**config.mk**
```make
export PLATFORM = sky130hd
export DESIGN_NAME = rv32i_mc_control
export DESIGN_NICKNAME = d
export VERILOG_FILES = /design/src/rtl/rv32i_mc_control.sv
export SDC_FILE = /design/constraint.sdc
export NUM_CORES = 1
export LEC_CHECK = 0
export CAP_MARGIN = 20
export CORE_MARGIN = 4
export CORE_UTILIZATION = 46
export CTS_CLUSTER_SIZE = 24
export DETAILED_ROUTE_END_ITERATION = 10
export PLACE_DENSITY = 0.73
export SYNTH_ARGS = -nofsm -noshare
export SYNTH_HDL_FRONTEND = slang
export SYNTH_SLANG_ARGS = --single-unit
export TNS_END_PERCENT = 5
```
**constraint.sdc**
```tcl
create_clock -name clk -period 1.8 [get_ports clk]
set_input_delay 0.27 -clock clk [delete_from_list [all_inputs] [get_ports clk]]
set_output_delay 0.27 -clock clk [all_outputs]
set_load 0.05 [all_outputs]
```
**src/rtl/rv32i_mc_control.sv**
```systemverilog
// Multicycle control FSM for the RV32I core: sequences fetch, decode, execute,
// memory access and writeback, with memory-timeout and illegal-opcode halts.
module rv32i_mc_control #(
  parameter int unsigned MEM_TIMEOUT = 255
) (
  input  logic        clk,
  input  logic        rst_n,
  input  logic [6:0]  opcode,
  input  logic        branch_taken,
  input  logic        imem_ready,
  input  logic        dmem_ready,
  output logic        imem_req,
  output logic        dmem_req,
  output logic        dmem_we,
  output logic        ir_we,
  output logic        pc_we,
  output logic        rf_we,
  output logic [1:0]  sel_wb,
  output logic [1:0]  sel_pc,
  output logic        halted,
  output logic [1:0]  err_code,
  output logic [31:0] instr_retired
);

  typedef enum logic [2:0] {
    S_IDLE, S_FETCH, S_DECODE, S_EXEC, S_MEM, S_WB, S_HALT
  } state_t;

  typedef enum logic [2:0] {
    C_ALU, C_LOAD, C_STORE, C_BRANCH, C_JAL, C_JALR
  } cls_t;

  localparam logic [7:0] TMO = 8'(MEM_TIMEOUT);

  state_t     state, state_nxt;
  cls_t       cls, dec_cls;
  logic       dec_legal, dec_sys;
  logic [1:0] err_nxt;
  logic [7:0] wait_cnt;
  logic       retire;

  always_comb begin
    dec_cls   = C_ALU;
    dec_legal = 1'b1;
    dec_sys   = 1'b0;
    case (opcode)
      7'b0110011, 7'b0010011, 7'b0110111, 7'b0010111: dec_cls = C_ALU;
      7'b0000011: dec_cls = C_LOAD;
      7'b0100011: dec_cls = C_STORE;
      7'b1100011: dec_cls = C_BRANCH;
      7'b1101111: dec_cls = C_JAL;
      7'b1100111: dec_cls = C_JALR;
      7'b1110011: begin
        dec_legal = 1'b0;
        dec_sys   = 1'b1;
      end
      default: dec_legal = 1'b0;
    endcase
  end

  always_comb begin
    state_nxt = state;
    err_nxt   = 2'b00;
    imem_req  = 1'b0;
    dmem_req  = 1'b0;
    dmem_we   = 1'b0;
    ir_we     = 1'b0;
    pc_we     = 1'b0;
    rf_we     = 1'b0;
    sel_wb    = 2'b00;
    sel_pc    = 2'b00;
    retire    = 1'b0;
    case (state)
      S_IDLE: state_nxt = S_FETCH;
      S_FETCH: begin
        imem_req = 1'b1;
        if (imem_ready) begin
          ir_we     = 1'b1;
          state_nxt = S_DECODE;
        end else if (wait_cnt == TMO) begin
          state_nxt = S_HALT;
          err_nxt   = 2'b10;
        end
      end
      S_DECODE: begin
        if (dec_legal) begin
          state_nxt = S_EXEC;
        end else begin
          state_nxt = S_HALT;
          err_nxt   = dec_sys ? 2'b11 : 2'b01;
        end
      end
      S_EXEC: begin
        case (cls)
          C_BRANCH: begin
            pc_we     = 1'b1;
            sel_pc    = branch_taken ? 2'b01 : 2'b00;
            retire    = 1'b1;
            state_nxt = S_FETCH;
          end
          C_LOAD, C_STORE: state_nxt = S_MEM;
          default:         state_nxt = S_WB;
        endcase
      end
      S_MEM: begin
        dmem_req = 1'b1;
        dmem_we  = (cls == C_STORE);
        if (dmem_ready) begin
          if (cls == C_STORE) begin
            pc_we     = 1'b1;
            retire    = 1'b1;
            state_nxt = S_FETCH;
          end else begin
            state_nxt = S_WB;
          end
        end else if (wait_cnt == TMO) begin
          state_nxt = S_HALT;
          err_nxt   = 2'b10;
        end
      end
      S_WB: begin
        rf_we     = 1'b1;
        pc_we     = 1'b1;
        retire    = 1'b1;
        state_nxt = S_FETCH;
        case (cls)
          C_LOAD: sel_wb = 2'b01;
          C_JAL: begin
            sel_wb = 2'b10;
            sel_pc = 2'b01;
          end
          C_JALR: begin
            sel_wb = 2'b10;
            sel_pc = 2'b10;
          end
          default: ;
        endcase
      end
      S_HALT:  state_nxt = S_HALT;
      default: state_nxt = S_IDLE;
    endcase
  end

  assign halted = (state == S_HALT);

  always_ff @(posedge clk or negedge rst_n) begin
    if (!rst_n) begin
      state         <= S_IDLE;
      cls           <= C_ALU;
      err_code      <= 2'b00;
      wait_cnt      <= '0;
      instr_retired <= '0;
    end else begin
      state <= state_nxt;
      if (state == S_DECODE)
        cls <= dec_cls;
      if (state_nxt == S_HALT && state != S_HALT)
        err_code <= err_nxt;
      if (retire)
        instr_retired <= instr_retired + 32'd1;
      // Counter restarts only on entry; staying in FETCH/MEM keeps counting waits.
      if (state_nxt != state && (state_nxt == S_FETCH || state_nxt == S_MEM))
        wait_cnt <= '0;
      else if ((imem_req && !imem_ready) || (dmem_req && !dmem_ready))
        wait_cnt <= wait_cnt + 8'd1;
    end
  end

endmodule

```
; ---- Yosys cells after proc, flatten, opt, wreduce, memory -nomap -nowiden
; Index checks and enable logic that the tools add are counted.
[op_classes]
n_addsub = 2
eq_ne = 27
mux = 34
n_reduce_logical = 14
[op_table]
columns = cell, n
row1 = 32-bit by 1-bit adder with 32-bit output (second input constant), 1
row2 = 7-bit equality test (second input constant), 4
row3 = 3-bit equality test (second input constant), 7
row4 = 7-bit by 6-bit equality test with 1-bit output (second input constant), 3
row5 = 3-bit case mux with 6 select lines, 1
row6 = 8-bit 2-to-1 mux, 2
row7 = 3-bit 2-to-1 mux, 5
row8 = 3-bit case mux with 5 select lines, 1
row9 = 7-bit by 5-bit equality test with 1-bit output (second input constant), 2
row10 = 1-bit 2-to-1 mux, 13
row11 = 3-bit by 2-bit equality test with 1-bit output (second input constant), 4
row12 = 2-bit 2-to-1 mux, 6
row13 = 2-bit case mux with 2 select lines, 3
row14 = 3-bit by 1-bit equality test with 1-bit output (second input constant), 3
row15 = 9-bit OR reduction, 1
row16 = 8-bit by 1-bit adder with 8-bit output (second input constant), 1
row17 = 8-bit equality test (second input constant), 1
row18 = 7-bit by 2-bit equality test with 1-bit output (second input constant), 1
row19 = 2-bit case mux with 3 select lines, 1
row20 = 3-bit case mux with 2 select lines, 1
row21 = 2-bit OR reduction, 3
row22 = 1-bit logical AND, 4
row23 = 3-bit zero test, 1
row24 = 3-bit != test, 1
row25 = other kinds (5), 7
[word_totals]
reg_bits = 48

; ---- Logic depth before layout (Yosys ltp)
; Gate-level depths: netlist of run 1.
[depth]
word_depth = 9
ltp_mapped = 7

; ---- Worst setup path after synthesis of run 1
; Ideal clock, no wire load.
[synth_timing]
kind = flip-flop to output port
startpoint = register state[1]
endpoint = output sel_pc[0]
arrival_time_ps = 2069
required_ps = 1530
path_slack_ps = -539
stages_incl_launch_ff = 6
n_path_buf = 0
path_cell_list = dfrtp_1 nor2b_1 nand2_1 nor2_1 nand2_1 o21ai_0
[synth_between]
elab_chain_len = 2
elab_cells_between_ends = 3
cone_classes = eq/ne: 2 / mux: 1
[synth_rtl]
columns = element, line_no
row1 = from (decl), 35  ; state_t state, state_nxt;
row2 = from (signal assigned), 154  ; state <= state_nxt;
row3 = 3-bit equality test / 3-bit by 2-bit equality test with 1-bit output (equally long branches), 73  ; case (state)
row4 = 2-bit case mux with 2 select lines *, 73
row5 = to (decl), 19  ; output logic [1:0] sel_pc,
; Every way passes the cells marked *; elsewhere a longest branch is shown, timed or not.

; ---- Worst setup path in the final report of run 1
[layout_timing]
startpoint = register state[2]
endpoint = output pc_we
[layout_between]
elab_chain_len = 2
elab_cells_between_ends = 4
cone_classes = eq/ne: 3 / mux: 1
[layout_rtl]
columns = element, line_no
row1 = 3-bit equality test / 3-bit by 2-bit equality test with 1-bit output (equally long branches), 73
row2 = 1-bit case mux with 3 select lines *, 73
row3 = to (decl), 16  ; output logic pc_we,
; Marked as above.

==> results.ini, run 1 <==
[synth]
synth_fp_nets=281
syn_area_per_cell_sq_um=10.23
synthCells=267
synth_area_sq_um=2733
yosys_warnings=0
ys_seq_area_share_pct=43.96
synth_seq_cells=48
synth_area_leader_cell=dfrtp_1
synth_top_area_share_pct=43.96
synth.area.top_cells=dfrtp_1 44%, xor2_1 9.9%, nand2_1 3.7%
synth.distinct_cells=52

[flow_run]
maxCapViolations=0

[floorplan]
die_h_um=85.08
start_util_pct=48.44
die_w_um=85.08
rows=27
core-area_sq_um=5642
top_level_ports=57
die_area_sq_um=7238

[final_layout]
antennaDiodeCount=0
final_nets=403
area_growth_syn_to_layout_pct=56.36
regArea_sq_um=1205
nFillCells=374
final_util_pct=75.74
drive_above_1_share_pct=44.10
stdcell_area_sq_um=4273
final-instance-count-excl-fill=462
multi_input_area_sq_um=1669

[detailed_routing]
drc=0
drt_iter0_markers=105
via_count=2527
first_pass_iters=4
wl_per_cell_um=16.65
wirelength_mm=7.693
viasPerCell=5.470
ant_nets=0

[clocking]
worstSkewPairLatency_ns=0.30
cts_tree=yes
cts-root-buf=clkbuf_8
cts_made_buffers=5
cts.sinks=48
cts_htree_levels=2
clockBufferDepth=2
clk_pin_slew_ns=0.09

[sta]
fin_crit_sh_pct=109.3
relSlewSlack_pct=65.71
rsz0062_at_grt=true
fin_ws_ns=-0.1676
maxSlewViolCount=0
final-hold-violation-count=0
min_period_ns=1.968
fin_hold_ws_ns=0.4364
setup_viol_count_final=23
fmax_mhz=508.2
finClkSkew_ns=0.008885
timing.setup.tns_ns=-1.770
tightest_slew_ns=0.5136

[run_status]
outcome=finished, violations left
violations=negative setup slack

[worst_setup_path]
path_class=reg -> out
reg2reg_setup_slack_ns=-0.11
reg2reg_to=wait_cnt[0]$_DFFE_PN0P_
required_ns=1.53
r2r_cells=6
cp-end-kind=output port
arrival_ns=1.70
r2r_start=state[0]$_DFF_PN0_
cp-start-kind=flip-flop
critPathMaxFanout=8

[placement]
place_inst=445
place_ws_ns=-0.3300
placed_cell_area_sq_um=3860
dp_hpwl_mm=5.347
gp_congestion=0.8203
port_buffers=56

[pwr]
ir_worst_vdd_mv=1.101
power_density_nw_per_um2=1197
p_total_mw=5.114
leakagePower_nw=2.116

[grt]
grt_pass1_vias=2535
antenna_found_initial=0
grt_pass1_wl_mm=12.55
grt_overflow=0
grt_max_degree=33
grt_usage_pct=21.24

[hold_path]
hold_path_class=in -> async

[worst max path at each step]
stage,startpoint,end,cells after the start
finish,state[2]$_DFF_PN0_,pc_we,6
CTS,state[0]$_DFF_PN0_,wait_cnt[4]$_DFFE_PN0P_,6
detailed placement,dmem_ready,wait_cnt[4]$_DFFE_PN0P_,7
floorplan,state[2]$_DFF_PN0_,wait_cnt[0]$_DFFE_PN0P_,6
global route,state[2]$_DFF_PN0_,pc_we,6
global placement,dmem_ready,wait_cnt[7]$_DFFE_PN0P_,6
[layout make-up]
class | instances | area share (%)
flip-flops and latches | 48 | 28.20
inverters | 8 | 0.7613
clock buffers | 7 | 2.020
multi-input cells | 201 | 39.06
well taps | 72 | 2.108
clock inverters | 1 | 0.1757
repair buffers | 125 | 27.67
[synthesized netlist by cell type, drive strengths merged]
master and n:
dfrtp 48, xor2 31, nand2 27, nor3 19, nand3 11, nor2 10
a211oi 9, xnor2 9, buf 8, inv 8, nand4 8, nor4 8
o21ai 7, nor3b 6, nand2b 5, a21oi 4, and2 4, and4 4
nor2b 4, a32oi 3, and3 3, nor4b 3, or3 3, a2111oi 2
clkbuf 2, ha 2, mux2 2, nand3b 2, nand4b 2, or3b 2
a211o 1, a221oi 1, a22oi 1, a31o 1, and2b 1, and3b 1
mux2i 1, nand4bb 1, o21a 1, o311ai 1, or2 1
[worst max-delay path: stages (launching register included)]
cell and delay [ns]:
dfrtp_2 0.46, and2b_1 0.22, a31o_1 0.22, a22oi_2 0.20, buf_6 0.14, inv_2 0.03
buf_6 0.14
[cells by family (layout without fill, tap and decap cells)]
group                    count (synthesis)  count (layout)  share of synthesized area (%)
XOR/XNOR                                40              40                          13.10
AO/OA/AOI/OAI                           31              31                          9.661
buffers and inverters                   18             141                          3.022
adder cells (fa/ha/maj)                  2               2                         0.9156
AND/OR/NAND/NOR                        125             125                          28.16
flip-flops                              48              48                          43.96
multiplexers                             3               3                          1.190
[per-layer routing]
metal | part of all wire (%) | track usage (%)
met4 | 1.4 | 5.324
met3 | 4.5 | 4.272
met5 | 0 | 0
met1 | 44 | 29.35
met2 | 51 | 34.18
[timing repair]
action,4_1_cts,5_1_grt
gates resized for setup,30,30
hold endpoints to repair,16,0
endpoints found under the setup margin,22,47
gates cloned,0,0
hold buffers,1,0
buffers inserted,7,1
pin swaps,11,14
[sequential cells by signal, indices dropped and copies added, names as in the netlist]
signal and cells:
err_code 2, instr_retired 32, wait_cnt 8, state 3, cls 3
[power by group]
group / total [mW] / switching, mW / leakage, nW / internal, mW
clock network: 0.681 / 0.368 / 0.0445 / 0.313
registers: 1.41 / 0.176 / 0.642 / 1.23
logic: 3.03 / 1.66 / 1.43 / 1.36
total: 5.11 / 2.21 / 2.12 / 2.91
[placed cells by master, fill, tap and decap left out, drive strengths merged, types with 5 or more instances in the layout]
cell type / netlist / layout
buf: 8 / 109
dfrtp: 48 / 48
xor2: 31 / 31
nand2: 27 / 27
nor3: 19 / 19
clkdlybuf4s50: 0 / 12
nand3: 11 / 11
nor2: 10 / 10
xnor2: 9 / 9
a211oi: 9 / 9
nand4: 8 / 8
inv: 8 / 8
nor4: 8 / 8
clkbuf: 2 / 7
o21ai: 7 / 7
nor3b: 6 / 6
nand2b: 5 / 5
Power figures use the tool's default switching activity.
==> run 2: changes to the inputs <==
--- a/config.mk
+++ b/config.mk
@@ -10,6 +10,7 @@
 export CORE_UTILIZATION = 46
 export CTS_CLUSTER_SIZE = 24
 export DETAILED_ROUTE_END_ITERATION = 10
+export HOLD_SLACK_MARGIN = 0.03
 export PLACE_DENSITY = 0.73
 export SYNTH_ARGS = -nofsm -noshare
 export SYNTH_HDL_FRONTEND = slang
==> results of run 2 <==
Final layout, timing and power as in run 1 (identical DEF).
==> run 3: changes to the inputs <==
--- a/config.mk
+++ b/config.mk
@@ -5,11 +5,11 @@
 export SDC_FILE = /design/constraint.sdc
 export NUM_CORES = 1
 export LEC_CHECK = 0
-export CAP_MARGIN = 20
 export CORE_MARGIN = 4
 export CORE_UTILIZATION = 46
 export CTS_CLUSTER_SIZE = 24
 export DETAILED_ROUTE_END_ITERATION = 10
+export GPL_ROUTABILITY_DRIVEN = 0
 export HOLD_SLACK_MARGIN = 0.03
 export PLACE_DENSITY = 0.73
 export SYNTH_ARGS = -nofsm -noshare
==> results of run 3 <==
Final layout, timing and power as in run 1 (identical DEF).
